<file path="src/rtl/pwm_pkg.sv">
// pwm_pkg: shared widths, duty type and counter direction for the PWM path.
// Used by pwm_gen, the nonoverlap stage and the duty-computation block.
package pwm_pkg;

    localparam int unsigned PWM_WIDTH = 11;

    typedef logic [PWM_WIDTH-1:0] duty_t;

    localparam duty_t PWM_MAX = '1;

    typedef enum logic {
        DIR_UP   = 1'b0,
        DIR_DOWN = 1'b1
    } dir_e;

endpackage

</file>
<file path="src/rtl/pwm_period_cnt.sv">
// pwm_period_cnt: period counter with boundary (duty load) and start detect.
// PWM_CENTER_ALIGNED_EN selects the up/down counter; default is sawtooth.
module pwm_period_cnt
    import pwm_pkg::*;
#(
    parameter int WIDTH = PWM_WIDTH
) (
    input  logic             clk,
    input  logic             rst,
    input  logic             en,
    output logic [WIDTH-1:0] cnt,
    output logic             wrap,
    output logic             start
);

    localparam logic [WIDTH-1:0] TOP = '1;

`ifdef PWM_CENTER_ALIGNED_EN

    localparam logic [WIDTH-1:0] ONE = WIDTH'(1);

    dir_e dir;

    // Triangle: up 0..TOP, down to 1, repeat; parked at 0 going up when idle
    always_ff @(posedge clk) begin
        if (rst || !en) begin
            cnt <= '0;
            dir <= DIR_UP;
        end else if (dir == DIR_UP) begin
            if (cnt == TOP) begin
                cnt <= cnt - 1'b1;
                dir <= DIR_DOWN;
            end else begin
                cnt <= cnt + 1'b1;
            end
        end else begin
            if (cnt == ONE) begin
                dir <= DIR_UP;
            end
            cnt <= cnt - 1'b1;
        end
    end

    assign wrap  = (dir == DIR_UP) && (cnt == TOP);
    assign start = (cnt == TOP);

`else

    // Sawtooth: free-running wrap from TOP to 0, held at 0 when idle
    always_ff @(posedge clk) begin
        if (rst || !en) begin
            cnt <= '0;
        end else begin
            cnt <= cnt + 1'b1;
        end
    end

    assign wrap  = (cnt == TOP);
    assign start = (cnt == '0);

`endif

endmodule

</file>
<file path="src/rtl/pwm_gen.sv">
// pwm_gen: complementary PWM pair with boundary-synchronous duty update.
// Define PWM_CENTER_ALIGNED_EN for centre-aligned (up/down) operation.
module pwm_gen
    import pwm_pkg::*;
#(
    parameter int WIDTH = PWM_WIDTH
) (
    input  logic             clk,
    input  logic             rst,
    input  logic             en,
    input  logic [WIDTH-1:0] duty,
    input  logic             duty_wr,
    output logic             duty_pend,
    output logic             pwm_high,
    output logic             pwm_low,
    output logic             pwm_synch
);

    logic [WIDTH-1:0] cnt;
    logic             wrap;
    logic             start;
    logic [WIDTH-1:0] duty_buf;
    logic [WIDTH-1:0] duty_act;
    logic             load;
    logic             on;

    pwm_period_cnt #(
        .WIDTH (WIDTH)
    ) u_cnt (
        .clk   (clk),
        .rst   (rst),
        .en    (en),
        .cnt   (cnt),
        .wrap  (wrap),
        .start (start)
    );

    // Idle cycles also count as a boundary so a restart uses the newest duty
    assign load = !en || wrap;
    assign on   = (cnt < duty_act);

    // Double buffer: a write on the boundary bypasses straight to duty_act
    always_ff @(posedge clk) begin
        if (rst) begin
            duty_buf  <= '0;
            duty_act  <= '0;
            duty_pend <= 1'b0;
        end else if (load) begin
            if (duty_wr) begin
                duty_buf <= duty;
                duty_act <= duty;
            end else if (duty_pend) begin
                duty_act <= duty_buf;
            end
            duty_pend <= 1'b0;
        end else if (duty_wr) begin
            duty_buf  <= duty;
            duty_pend <= 1'b1;
        end
    end

    // Registered drive requests; high and low are exclusive by construction
    always_ff @(posedge clk) begin
        if (rst) begin
            pwm_high  <= 1'b0;
            pwm_low   <= 1'b0;
            pwm_synch <= 1'b0;
        end else begin
            pwm_high  <= en && on;
            pwm_low   <= en && !on;
            pwm_synch <= en && start;
        end
    end

endmodule

</file>
<file path="config.mk">
export PLATFORM = sky130hd
export DESIGN_NAME = pwm_gen
export DESIGN_NICKNAME = d
export VERILOG_FILES = /design/src/rtl/pwm_pkg.sv /design/src/rtl/pwm_period_cnt.sv /design/src/rtl/pwm_gen.sv
export SDC_FILE = /design/constraint.sdc
export NUM_CORES = 1
export LEC_CHECK = 0
export CORE_MARGIN = 2
export CORE_UTILIZATION = 29
export CTS_CLUSTER_DIAMETER = 40
export CTS_CLUSTER_SIZE = 24
export DETAILED_ROUTE_END_ITERATION = 8
export PLACE_DENSITY = 0.56
export RECOVER_POWER = 50
export REMOVE_ABC_BUFFERS = 1
export SETUP_SLACK_MARGIN = 0.02
export SLEW_MARGIN = 25
export SYNTH_ARGS = -nofsm -noshare
export SYNTH_HDL_FRONTEND = slang
export SYNTH_SLANG_ARGS = --single-unit
</file>
<file path="constraint.sdc">
create_clock -name clk -period 2.23 [get_ports clk]
set_input_delay 0.3345 -clock clk [delete_from_list [all_inputs] [get_ports clk]]
set_output_delay 0.3345 -clock clk [all_outputs]
set_load 0.005 [all_outputs]
</file>
# [Word-level counts from Yosys, hierarchy flattened]
# Index checks and enable logic that the tools add are counted.
[classes] order_cmp=1 eq_ne=1 div_mod_pow=0 n_bitwise=0 addsub=1 shifts=0 n_mux=2 n_mul=0 n_reduce_logical=11
[ops] op="2-to-1 mux 11 bit" n=2
[ops] op="adder 11 x 1 -> 11 bit, second input constant" n=1
[ops] op="equality test 11 bit, second input constant" n=1
[ops] op="zero test 11 bit" n=1
[ops] op="< comparator 11 bit" n=1
[ops] op="logical AND 1 bit" n=3
[ops] op="zero test 1 bit" n=2
[ops] op="logical OR 1 bit" n=2
[ops] op="AND reduction 2 bit" n=1
[ops] op="nonzero test 2 bit" n=1
[ops] op="OR reduction 2 bit" n=1
[totals] latchBits=0 mem_bits_rw=0 out_inout_bits=4 elab_cells=23 ff_bits=37 mem_bits_ro=0 in_bits=15 memories=0

# [Logic depth before layout (Yosys ltp)]
[depth] depth_word=3 mapped_depth=6 mapped_depth_nobuf=6

# [Hierarchy]
# Synthesis repeated with hierarchy kept, for this count alone.
[unflattened] hier_cells=178 hier_area_um2=1710.4
[modules_own_cells] module="pwm_gen" area_each_um2=1184.9 cells_per_inst=118 seq_area_each_um2=520.5 n_inst=1
[modules_own_cells] module="pwm_period_cnt" area_each_um2=525.5 cells_per_inst=60 seq_area_each_um2=220.2 n_inst=1

# [Least setup slack after synthesis]
# Ideal clock, no wire load.
[synth_path] kind="flip-flop to flip-flop" from="register u_cnt.cnt[0]" to="register duty_act[10]" path_buffers=1 stages_incl_launch_ff=7 t_arrival_ps=1475 slack_ps=634 setup_time_ps=121 required_time_ps=2109 period_less_slack_ps=1596 cell_sequence="dfxtp_1 -> ha_1 -> and4_1 -> nand4_2 -> o2bb2ai_2 -> buf_6 -> mux2_4"
[synth_via] elab_chain_cells=3
[synth_lines] element="start, declared" line="pwm_period_cnt.sv:11" source="output logic [WIDTH-1:0] cnt,"
[synth_lines] element="start signal, assigned" line="pwm_period_cnt.sv:54" source="cnt <= cnt + 1'b1;"
[synth_lines] element="equality test 11 bit" line="pwm_period_cnt.sv:58" source="assign wrap = (cnt == TOP);"
[synth_lines] element="logical OR 1 bit" line="pwm_gen.sv:39" source="assign load = !en || wrap;"
[synth_lines] element="AND reduction 2 bit (no source line)"
[synth_lines] element="end signal, assigned" line="pwm_gen.sv:51" source="duty_act <= duty;"
[synth_lines] element="end signal, assigned" line="pwm_gen.sv:53" source="duty_act <= duty_buf;"
[synth_lines] element="end, declared" line="pwm_gen.sv:23" source="logic [WIDTH-1:0] duty_act;"
# Every way passes these cells.
# A chain may end at the register's enable or synchronous reset.

# [Worst setup path in the final report]
[layout_path] from="input duty_wr" to="register duty_act[10]"
[layout_via] elab_chain_cells=2 elab_cells_between_ends=3 cone_classes="mux (1); reduce/logical (2)"
[layout_lines] element="start, declared" line="pwm_gen.sv:12" source="input logic duty_wr,"
[layout_lines] element="nonzero test 2 bit (no source line)"
[layout_lines] element="AND reduction 2 bit (no source line)"
# Parallel ways exist; a longest one is shown, timed or not.

==> out/results.txt <==
nets@finish -> 224
DR WL met3 -> 133 µm
Global Route Usage Sum -> 11.1%
hold path startpoint -> u_cnt.cnt[0]$_SDFF_PP0_
Hold/Removal Path Class -> reg2reg
met1 WL -> 1.61 mm
DP Worst Slack -> 0.293 ns
vias -> 1178
number of max-cap violations -> 0
distinct cell type count after synthesis -> 36
commonest non-fill, non-tap cells in the layout -> dfxtp_1 (37), nor2_1 (31), clkdlybuf4s50_1 (16)
first-pass iteration count of the detailed router -> 4
flop2flop setup slack -> 0.46 ns
met2 wire len -> 1.36 mm
die width -> 80.7 µm
final wirelength -> 3.15 mm
Skew-Pair Late Insertion Delay -> 0.28 ns
final hold vios -> 0
Setup WS post-layout -> 0.397 ns
Hold EP -> u_cnt.cnt[0]$_SDFF_PP0_
slowest stage delay, CP -> 0.77 ns
max_slew headroom -> 71.8%
Pint -> 0.00102 W
Async SR Flop Fraction -> 0%
startpoint type of the worst setup path -> input pin
hold_buf cts -> 0
final setup fails -> 0
Area Overhead vs Synth -> 21.9%
Detailed Place HPWL -> 2.34 mm
CTS sink count -> 37
synthesized area -> 0.00170 mm²
Leakage Power -> 0.902 nW
P_sw -> 0.000297 W
CTS Buf Count -> 5
cell row count -> 27
R2R depth -> 6
CTS max path bufs -> 2
commonest non-fill, non-tap cell in the layout -> dfxtp_1
clock share of power -> 35.7%
layout cells sized above 1 -> 12.2%
worst vdd ir -> 0.254 mV
total negative slack -> 0 ns
reg2reg start -> u_cnt.cnt[0]$_SDFF_PP0_
Post-CTS Resized -> 0
initial core utilization -> 30.6%
r2r endpoint -> duty_act[3]$_SDFFE_PP0P_
Tmin final -> 1.83 ns
Core Box Area -> 0.00557 mm²
pwr dens -> 633 mW/mm²
WP data arrival -> 2.01 ns
RSZ-0062 raised after global routing -> no
highest metal used -> met4
CTS tree -> built
sequential share of the synthesized area -> 43.5%
wire per inst -> 11.7 µm
number of global-route vias before repair -> 1182
via/cell ratio -> 4.38
Final Cell Area -> 0.00208 mm²
Setup Buffers After CTS -> 0
GRT overflow -> 0
CP delay by family, top -> buffers and inverters
crit-path cells -> dlygate4sd3_1, clkbuf_1, mux2i_1, nor2_1, mux2_4
Syn Area/Cell -> 10.1 µm²
Worst-Margin Slew -> 0.421 ns
RePlAce Congestion -> 0.755
Worst Path Buf+Inv -> 2
Comb power frac -> 11.1%
Crit Path Category -> in2reg
DRT iter0 DRCs -> 40
initial antenna violation count -> 0
Post-Synthesis Cells -> 169
slowest CP cell -> dlygate4sd3_1
die footprint -> 0.00651 mm²
Worst EP required -> 2.41 ns
input/output buffers -> 18
Critical Path Fanout Max -> 7
Clk pin slew, worst setup/hold paths -> 0.07 ns
leading register cell type out of synthesis -> dfxtp_1
placed cell area -> 0.00201 mm²
Yosys Warn Count -> 0
Final Power -> 0.00131 W
ANT cells -> 0
Clock Skew -> 0.00360 ns
DRC violations left -> 0
CTS root buffer -> clkbuf_8
DRT antenna net count -> 0
first-pass GRT wire length -> 5.42 mm
max-slew violations -> 0
die height -> 80.7 µm
Hold Path Cell Cnt -> 1
boundary pin count -> 19
largest net degree at the start of global routing -> 11
register share of total power -> 53.2%
Crit. End Element -> flip-flop
Final Cycle Share -> 82.2%
Core Util, Final -> 37.3%
status -> completed
number of synthesized flops with an enable pin -> 0
htree depth -> 2
fmax -> 545 MHz
Seq cells post-synth -> 37
Switching Fraction -> 22.6%
==> registers in the layout, summed over array words and instances (netlist names) <==
signal,flops
duty_act,11
duty_buf,11
duty_pend,1
pwm_high,1
pwm_low,1
pwm_synch,1
u_cnt.cnt,11
==> per-stage QoR <==
| step | std cells | hold slack [ns] |
|---|---|---|
| global route | 269 | 0.545 |
| global placement | 262 | 0.475 |
| floorplan | 163 | 0.416 |
| finish | 269 | 0.488 |
| CTS | 269 | 0.495 |
| detailed placement | 262 | 0.479 |
==> logic make-up after synthesis <==
| kind of cell | after synthesis | synth area share, % |
|---|---|---|
| muxes | 22 | 15.9 |
| adders and majority gates | 12 | 8.81 |
| xor gates and xnor gates | 8 | 4.11 |
| and+or+nand+nor | 58 | 16.9 |
| DFF | 37 | 43.5 |
| AOI/OAI and AO/OA | 14 | 6.24 |
| buffers and inverters | 18 | 4.55 |
==> how the worst max path moves through the flow <==
stage | startpoint | cells after the start | endpoint
2_1_floorplan | u_cnt.cnt[0]$_SDFF_PP0_ | 5 | duty_act[0]$_SDFFE_PP0P_
3_3_place_gp | duty_wr | 5 | duty_act[6]$_SDFFE_PP0P_
3_5_place_dp | duty_wr | 5 | duty_act[9]$_SDFFE_PP0P_
4_1_cts | u_cnt.cnt[0]$_SDFF_PP0_ | 6 | duty_act[3]$_SDFFE_PP0P_
5_1_grt | duty_wr | 5 | duty_act[6]$_SDFFE_PP0P_
6_report | duty_wr | 5 | duty_act[10]$_SDFFE_PP0P_
==> layout make-up <==
| type | instances | area (µm²) |
|---|---|---|
| Fill cell | 576 | 3500 |
| Multi-Input combinational cell | 114 | 886 |
| Sequential cell | 37 | 741 |
| Timing Repair Buffer | 27 | 229 |
| Tap cell | 72 | 90.1 |
| Clock buffer | 7 | 86.3 |
| Inverter | 12 | 45.0 |
==> routing by layer <==
layer,vias to the layer above,global-route usage [%]
li1,626,-
met1,527,14.3
met2,19,17.3
met3,6,3.37
met4,0,4.58
met5,-,0
==> power by group through the flow <==
stage | combinational [W] | sequential [W] | clock (W)
6_report | 0.000146 | 0.000699 | 0.000469
3_3_place_gp | 0.000152 | 0.000714 | 0
5_1_grt | 0.000164 | 0.000702 | 0.000519
3_5_place_dp | 0.000153 | 0.000715 | 0
2_1_floorplan | 0.0000765 | 0.000713 | 0
4_1_cts | 0.000154 | 0.000700 | 0.000486
==> cell usage after synthesis (all sizes together) (2+ instances only) <==
| library cell | n | area, µm² |
|---|---|---|
| a21o | 4 | 30.0 |
| a21oi | 2 | 10.0 |
| a31oi | 2 | 12.5 |
| and2 | 3 | 18.8 |
| and4 | 3 | 28.8 |
| buf | 2 | 16.3 |
| clkbuf | 4 | 16.3 |
| dfxtp | 37 | 741 |
| ha | 12 | 150 |
| inv | 12 | 45.0 |
| mux2 | 11 | 161 |
| mux2i | 11 | 110 |
| nand2 | 4 | 15.0 |
| nand2b | 2 | 12.5 |
| nand3 | 5 | 25.0 |
| nand4 | 2 | 18.8 |
| nor2 | 31 | 116 |
| nor2b | 2 | 12.5 |
| o21ai | 2 | 10.0 |
| xnor2 | 3 | 26.3 |
| xor2 | 5 | 43.8 |
Note: power is estimated with default switching activity, not from simulation.
